**src/rtl/plc_scan_ctrl.sv**
```systemverilog
// -----------------------------------------------------------------------------
// plc_scan_ctrl
// Sequences the PLC processor through its scan cycle:
//   RESTART -> LATCH_IN -> EXEC -> COMMIT -> (WAIT) -> RESTART / IDLE
// A watchdog traps programs that never reach the END instruction.
//
// Ports
//   clk          system clock, rising edge
//   rst          asynchronous reset, active-low
//   en           run request; scans start while high
//   period       minimum scan length in cycles (0 = free-running)
//   end_of_scan  one-cycle END pulse from the instruction decoder
//   fault_clr    clears the watchdog fault (only acted on in FAULT)
//   cpu_rst      holds CPU program counter / stack in reset
//   cpu_run      CPU execute enable
//   in_latch     one-cycle strobe: snapshot physical inputs
//   out_commit   one-cycle strobe: transfer output image to pins
//   busy         high in every state except IDLE and FAULT
//   wdt_fault    watchdog fault flag (held while in FAULT)
//   scan_cnt     completed scans, wraps
//   scan_time    length in cycles of the last completed scan (RESTART..COMMIT)
// -----------------------------------------------------------------------------
module plc_scan_ctrl #(
    parameter int WDT_LIMIT    = 1000,
    parameter int WDT_WIDTH    = 16,
    parameter int PERIOD_WIDTH = 16,
    parameter int CNT_WIDTH    = 16
) (
    input  logic                    clk,
    input  logic                    rst,
    input  logic                    en,
    input  logic [PERIOD_WIDTH-1:0] period,
    input  logic                    end_of_scan,
    input  logic                    fault_clr,
    output logic                    cpu_rst,
    output logic                    cpu_run,
    output logic                    in_latch,
    output logic                    out_commit,
    output logic                    busy,
    output logic                    wdt_fault,
    output logic [CNT_WIDTH-1:0]    scan_cnt,
    output logic [PERIOD_WIDTH-1:0] scan_time
);

    typedef enum logic [2:0] {
        S_IDLE     = 3'd0,
        S_RESTART  = 3'd1,
        S_LATCH_IN = 3'd2,
        S_EXEC     = 3'd3,
        S_COMMIT   = 3'd4,
        S_WAIT     = 3'd5,
        S_FAULT    = 3'd6
    } state_t;

    state_t                  r_state;
    state_t                  w_next;
    logic [WDT_WIDTH-1:0]    r_wdt;
    logic [PERIOD_WIDTH-1:0] r_t;
    logic [PERIOD_WIDTH:0]   w_t_inc;
    logic [PERIOD_WIDTH-1:0] w_t_sat;
    logic                    w_period_done;
    logic                    w_wdt_expired;

    logic w_cpu_rst;
    logic w_cpu_run;
    logic w_in_latch;
    logic w_out_commit;
    logic w_busy;
    logic w_wdt_fault;

    // t+1 computed one bit wider so the period compare never wraps.
    assign w_t_inc       = {1'b0, r_t} + {{PERIOD_WIDTH{1'b0}}, 1'b1};
    assign w_t_sat       = w_t_inc[PERIOD_WIDTH] ? {PERIOD_WIDTH{1'b1}} : w_t_inc[PERIOD_WIDTH-1:0];
    assign w_period_done = (w_t_inc >= {1'b0, period});
    // Counter holds (EXEC cycles already completed), so value LIMIT-1 marks
    // the LIMIT-th EXEC cycle.
    assign w_wdt_expired = (r_wdt == WDT_WIDTH'(WDT_LIMIT - 1));

    // State register.
    always_ff @(posedge clk or negedge rst) begin
        if (!rst) begin
            r_state <= S_IDLE;
        end else begin
            r_state <= w_next;
        end
    end

    // Next-state logic.
    always_comb begin
        w_next = r_state;
        case (r_state)
            S_IDLE: begin
                if (en) w_next = S_RESTART;
                else    w_next = S_IDLE;
            end
            S_RESTART:  w_next = S_LATCH_IN;
            S_LATCH_IN: w_next = S_EXEC;
            S_EXEC: begin
                // END wins over a watchdog expiry in the same cycle.
                if (end_of_scan)        w_next = S_COMMIT;
                else if (w_wdt_expired) w_next = S_FAULT;
                else                    w_next = S_EXEC;
            end
            S_COMMIT, S_WAIT: begin
                if (w_period_done) w_next = en ? S_RESTART : S_IDLE;
                else               w_next = S_WAIT;
            end
            S_FAULT: begin
                if (fault_clr) w_next = S_IDLE;
                else           w_next = S_FAULT;
            end
            default: w_next = S_IDLE;
        endcase
    end

    // Moore output decode of the upcoming state, so the registered outputs
    // line up with the state register.
    always_comb begin
        w_cpu_rst    = 1'b1;
        w_cpu_run    = 1'b0;
        w_in_latch   = 1'b0;
        w_out_commit = 1'b0;
        w_busy       = 1'b1;
        w_wdt_fault  = 1'b0;
        case (w_next)
            S_IDLE:     w_busy = 1'b0;
            S_RESTART:  w_busy = 1'b1;
            S_LATCH_IN: w_in_latch = 1'b1;
            S_EXEC: begin
                w_cpu_rst = 1'b0;
                w_cpu_run = 1'b1;
            end
            S_COMMIT: begin
                w_cpu_rst    = 1'b0;
                w_out_commit = 1'b1;
            end
            S_WAIT:     w_busy = 1'b1;
            S_FAULT: begin
                w_busy      = 1'b0;
                w_wdt_fault = 1'b1;
            end
            default:    w_busy = 1'b0;
        endcase
    end

    // Registered outputs.
    always_ff @(posedge clk or negedge rst) begin
        if (!rst) begin
            cpu_rst    <= 1'b1;
            cpu_run    <= 1'b0;
            in_latch   <= 1'b0;
            out_commit <= 1'b0;
            busy       <= 1'b0;
            wdt_fault  <= 1'b0;
        end else begin
            cpu_rst    <= w_cpu_rst;
            cpu_run    <= w_cpu_run;
            in_latch   <= w_in_latch;
            out_commit <= w_out_commit;
            busy       <= w_busy;
            wdt_fault  <= w_wdt_fault;
        end
    end

    // Elapsed-scan timer: 0 in RESTART, then counts up and saturates.
    always_ff @(posedge clk or negedge rst) begin
        if (!rst) begin
            r_t <= {PERIOD_WIDTH{1'b0}};
        end else if (w_next == S_RESTART) begin
            r_t <= {PERIOD_WIDTH{1'b0}};
        end else begin
            r_t <= w_t_sat;
        end
    end

    // Watchdog counter: cleared at scan start, counts EXEC cycles.
    always_ff @(posedge clk or negedge rst) begin
        if (!rst) begin
            r_wdt <= {WDT_WIDTH{1'b0}};
        end else if (w_next == S_RESTART) begin
            r_wdt <= {WDT_WIDTH{1'b0}};
        end else if (r_state == S_EXEC) begin
            r_wdt <= r_wdt + WDT_WIDTH'(1);
        end else begin
            r_wdt <= r_wdt;
        end
    end

    // Scan statistics, updated only by a completed scan's COMMIT.
    always_ff @(posedge clk or negedge rst) begin
        if (!rst) begin
            scan_cnt  <= {CNT_WIDTH{1'b0}};
            scan_time <= {PERIOD_WIDTH{1'b0}};
        end else if (r_state == S_COMMIT) begin
            scan_cnt  <= scan_cnt + CNT_WIDTH'(1);
            scan_time <= w_t_sat;
        end else begin
            scan_cnt  <= scan_cnt;
            scan_time <= scan_time;
        end
    end

endmodule
```
**config.mk**
```make
export PLATFORM = sky130hd
export DESIGN_NAME = plc_scan_ctrl
export DESIGN_NICKNAME = d
export VERILOG_FILES = /design/src/rtl/plc_scan_ctrl.sv
export SDC_FILE = /design/constraint.sdc
export NUM_CORES = 1
export LEC_CHECK = 0
export CAP_MARGIN = 20
export CORE_UTILIZATION = 60
export DETAILED_ROUTE_END_ITERATION = 6
export DONT_BUFFER_PORTS = 1
export PLACE_DENSITY = 0.82
export SYNTH_ARGS = -nofsm -noshare
export SYNTH_HDL_FRONTEND = slang
export SYNTH_SLANG_ARGS = --single-unit
```
**constraint.sdc**
```tcl
create_clock -name clk -period 3.3 [get_ports clk]
set_input_delay 0.495 -clock clk [delete_from_list [all_inputs] [get_ports clk]]
set_output_delay 0.495 -clock clk [all_outputs]
set_load 0.01 [all_outputs]
```
=== Yosys cells after proc, flatten, opt, wreduce, memory -nomap -nowiden ===
Index checks and enable logic that the tools add are counted.

* Input bits: 21
* Logic and storage cells: 49
* Output and inout bits: 38
* Bits in registers: 73

* Multiplexer cells: 16
* Reduce and logical (&&, ||, !) cells: 5
* Eq/ne operators: 13
* $lt $le $gt $ge: 1
* $add $sub $neg: 3

{| class="wikitable"
|+ Operators with widths
! operator !! count
|-
| two-way mux 16 bit || 4
|-
| adder 16 x 1 -> 16 bit (second input constant) || 2
|-
| == test 3 bit (second input constant) || 6
|-
| case mux 3 bit (6 select lines) || 1
|-
| adder 16 x 1 -> 17 bit (second input constant) || 1
|-
| greater-or-equal comparator 17 x 16 -> 1 bit || 1
|-
| == test 16 x 10 -> 1 bit (second input constant) || 1
|-
| == test 3 x 2 -> 1 bit (second input constant) || 4
|-
| two-way mux 3 bit || 4
|-
| two-way mux 1 bit || 7
|-
| == test 3 x 1 -> 1 bit (second input constant) || 2
|-
| OR reduction 5 bit || 1
|-
| OR reduction 2 bit || 2
|-
| zero test 3 bit || 1
|-
| nonzero test 2 bit || 1
|}

=== Depth between registers and ports, before layout ===
* Word-level depth: 7
* Depth in mapped cells: 12
* Gate-level depth less buffers: 11

=== Worst setup path after synthesis ===
Ideal clock, no wire load.

* Path kind: reg2reg
* Start point: reg r_t[0]
* End point: reg r_t[1]
* Stages on the path, launching flop included: 13
* Period minus slack after synthesis: 2796 ps
* Library setup time: 73 ps
* Slack: 504 ps
* Buffers on the path: 1
* Data required time: 3227 ps
* Data arrival time: 2723 ps
* Path through: dfrtp_1 ha_1 nand2_1 nor4_4 nand2_1 xnor2_1 ha_1 nand4_1 nor4_1 o31ai_1 o311ai_4 buf_6 a21oi_2

* Longest elaborated chain between the ends: 6
* Elaborated cells on any way between the ends: 7
* Classes of those cells: 1 x add/sub; 1 x order compare; 1 x eq/ne; 4 x mux

{| class="wikitable"
|+ RTL lines
! item !! RTL line !! source
|-
| from (decl) || 58 || <nowiki>logic [PERIOD_WIDTH-1:0] r_t;</nowiki>
|-
| from (signal assigned) || 168 || <nowiki>r_t <= {PERIOD_WIDTH{1'b0}};</nowiki>
|-
| from (signal assigned) || 170 || <nowiki>r_t <= {PERIOD_WIDTH{1'b0}};</nowiki>
|-
| from (signal assigned) || 172 || <nowiki>r_t <= w_t_sat;</nowiki>
|-
| adder 16 x 1 -> 17 bit * || 72 || <nowiki>assign w_t_inc = {1'b0, r_t} + {{PERIOD_WIDTH{1'b0}}, 1'b1};</nowiki>
|-
| greater-or-equal comparator 17 x 16 -> 1 bit || 74 || <nowiki>assign w_period_done = (w_t_inc >= {1'b0, period});</nowiki>
|-
| two-way mux 3 bit || 105 || <nowiki>if (w_period_done) w_next = en ? S_RESTART : S_IDLE;</nowiki>
|-
| case mux 3 bit (6 select lines) || 91 || <nowiki>case (r_state)</nowiki>
|-
| == test 3 x 1 -> 1 bit || 169 || <nowiki>end else if (w_next == S_RESTART) begin</nowiki>
|-
| two-way mux 16 bit * || 169 ||
|}

Every way passes the cells marked *; elsewhere a longest branch is shown, timed or not.
A chain may end at the register's enable or synchronous reset.

=== Worst setup path after layout ===
* Start point: reg r_t[0]
* End point: reg busy

* Longest elaborated chain between the ends: 7
* Elaborated cells on any way between the ends: 11
* Classes of those cells: 1 x add/sub; 1 x order compare; 5 x eq/ne; 3 x mux; 1 x reduce/logical

{| class="wikitable"
|+ RTL lines
! item !! RTL line !! source
|-
| adder 16 x 1 -> 17 bit * || 72 ||
|-
| greater-or-equal comparator 17 x 16 -> 1 bit * || 74 ||
|-
| two-way mux 3 bit * || 105 ||
|-
| case mux 3 bit (6 select lines) * || 91 ||
|-
| == test 3 x 1 -> 1 bit (tied with other cells) || 125 || <nowiki>case (w_next)</nowiki>
|-
| OR reduction 5 bit (no source line) * || -- ||
|-
| two-way mux 1 bit * || 125 ||
|-
| named net w_busy || 68 || <nowiki>logic w_busy;</nowiki>
|-
| to (signal assigned) || 160 || <nowiki>busy <= w_busy;</nowiki>
|-
| to (decl) || 39 || <nowiki>output logic busy,</nowiki>
|}

The timed path passes the listed nets; every way through them passes the cells marked *.

==> impl_metrics.yaml <==
sta:
  rsz0062_at_grt: "no"
  max_freq_ghz: 0.325
  holdWs_ns: 0.00671
  setup_viol: 0
  hold_viol: 0
  skew_ns: 0.0135
  worst_slew_pin_slew_ns: 0.785
  drv_slew: 0
  slew_headroom: 0.477
  finalCritPeriodShare: 0.933
  fin_tns_setup_ns: 0
  min_period_ns: 3.08
synthesis:
  synth_nets: 436
  yosys_warnings: 0
  synth.most_common_cell: "dfrtp_1"
  synth_top_cell_area_share: 0.457
  syn_inst: 396
  netlist_top_cells_area: "dfrtp_1 (46%), xnor2_1 (7.3%), a21oi_2 (6.4%)"
  ys_seq_elements: 73
  netlist_area_um2: 3940
  ys_seq_area_frac: 0.464
  synthDistinctLibCells: 43
  synth_common_cells: "dfrtp_1 (72), nand2_1 (42), xnor2_1 (33)"
  avgSynthCellArea_um2: 9.95
  synth_ff_type: "dfrtp_1"
  synthArstFlopShare: 1.00
  yosysTopAreaCell: "dfrtp_1"
  synth_edf_count: 0
power_and_ir_drop:
  power_mw: 2.90
  leakage_nw: 1.91
  irDropWorstVdd_uv: 498
  powerDensity_nw_per_um2: 682
critical_path:
  worstPathMaxFanout: 7
  crit_required_ns: 3.58
  start_kind: "register"
  cp_slowest_cell: "dfrtp_1"
  crit_type: "reg -> reg"
  max_stage_delay_ns: 0.43
  path_cells: "ha_1 > nand2_1 > nor4_4 > nand2_1 > xnor2_1 > ha_1 > nand4_1 > nor4_2 > o31ai_1 > o311ai_4 > buf_4 > a31oi_1"
  cp.arrival_ns: 3.35
  cp-end-kind: "register"
  r2r_start: "r_t[0]"
  startpoint: "r_t[0]"
final_layout:
  final.fill_count: 468
  num_antenna_cells: 0
  drive_above_1_share: 0.157
  fin_util: 0.669
  multiInputGateArea_um2: 1940
  final_area_um2: 4250
  ff_latch_area_um2: 1830
  nets: 442
  syn_to_final_growth_pct: 7.85
clock_network:
  numClockSinks: 73
  clkSlewWorstSetupHoldPaths_ns: 0.08
  clock_latency_ns: 0.35
  clock_path_buffers: 2
  cts_tree: "yes"
  cts_max_level: 3
  cts_buffers: 9
  cts_root_buf: "clkbuf_8"
placed_design:
  dp_hpwl_um: 5620
  postPlaceCellArea_um2: 4010
  gp_congestion: 1.01
  port_buffers: 0
routing:
  route.detailed.drc: 0
  via_per_inst: 5.82
  wirelength_um: 7980
  first_pass_iters: 5
  ant_nets: 0
  dr.first_iter.drc_count: 153
  vias: 2816
  detail_route.wl_per_cell_um: 16.5
grt:
  antenna_found_initial: 0
  grt.overflow.total: 0
  grt_first_pass_wirelength_um: 13500
  track_usage: 0.245
  grt_max_degree: 74
  grt_pass1_vias: 2895
outcome:
  outcome: "finished clean"
floorplanning:
  num_rows: 29
  start_util: 0.620
  dieArea_um2: 6890
  die_h_um: 83.0
  ios: 59
  die_x_um: 83.0
  core_um2: 6350
run:
  drv_cap: 0
min_path:
  min_path_type: "in -> async"
-- flip-flops by register name, indices dropped and copies added (netlist names) --
name / flops
in_latch: 1
cpu_run: 1
r_wdt: 16
busy: 1
out_commit: 1
scan_time: 16
r_t: 16
cpu_rst: 1
wdt_fault: 1
scan_cnt: 16
r_state: 3
-- where the power goes --
| part | internal (mW) | switching (mW) |
|---|---|---|
| clock network | 0.301 | 0.355 |
| logic | 0.317 | 0.581 |
| registers | 1.09 | 0.252 |
| total | 1.71 | 1.19 |
-- final timing paths --
kind	to	slack, ns	cells past startpoint
max	busy	0.22	12
min	r_state[2]	0.007	1
max reg2reg	busy	0.22	12
min reg2reg	scan_cnt[15]	0.54	1
max in group asynchronous	cpu_rst	2.97	1
min in group clk	out_commit	0.31	1
-- cell families (layout without fill, tap and decap cells) --
kind of cell	after synthesis	count (layout)	synth area share
AO/OA/AOI/OAI	75	75	0.143
XOR/XNOR	44	44	0.0978
adder cells (fa/ha/maj)	19	19	0.0604
buffers and inverters	41	52	0.0467
flip-flops	73	73	0.464
multiplexers	3	3	0.00794
AND/OR/NAND/NOR	141	141	0.180
-- critical path, delay by kind of cell, from the launching register on --
kind,cells,cell delay [ns]
AND/OR/NAND/NOR,5,0.84
AO/OA/AOI/OAI,3,0.77
adder cells (fa/ha/maj),2,0.52
flip-flops,1,0.43
buffers and inverters,1,0.23
XOR/XNOR,1,0.20
-- placed cells by master (no fill, tap or decap), drive strengths merged, types with 2 or more instances in the layout --
cell,instances
nor2,29
o21ai,23
xor2,11
or3,2
and3,9
ha,19
clkbuf,10
a31oi,6
nor3,15
buf,8
xnor2,33
and4,2
nor4,2
mux2i,2
inv,31
and2,3
a21oi,34
clkinvlp,3
nand2,42
a22oi,3
nand3,18
a211oi,2
dfrtp,72
nand4,14
-- area by class of cell --
type	count	area share
clock buffers	10	0.0324
clock inverters	6	0.0115
inverters	28	0.0247
multi-input cells	282	0.457
flip-flops and latches	73	0.430
well taps	77	0.0227
repair buffers	8	0.0218
-- metal layers --
metal	GRT usage	wire length [µm]
met1	0.324	3740
met2	0.394	3740
met5	0	0
met4	0.0940	106
met3	0.0557	395
-- what timing repair did --
item | 4_1_cts | 5_1_grt
endpoints found under the setup margin | 0 | 25
buffers inserted | 0 | 3
hold buffers | 1 | 0
endpoints found under the hold margin | 73 | 0
resized for setup | 0 | 1
-- through the flow --
stage	std cells	setup WS, ns
global route	484	0.0154
CTS	481	0.131
global placement	464	0.241
detailed placement	464	0.168
floorplan	396	0.504
finish	484	0.222
Power figures use the tool's default switching activity.
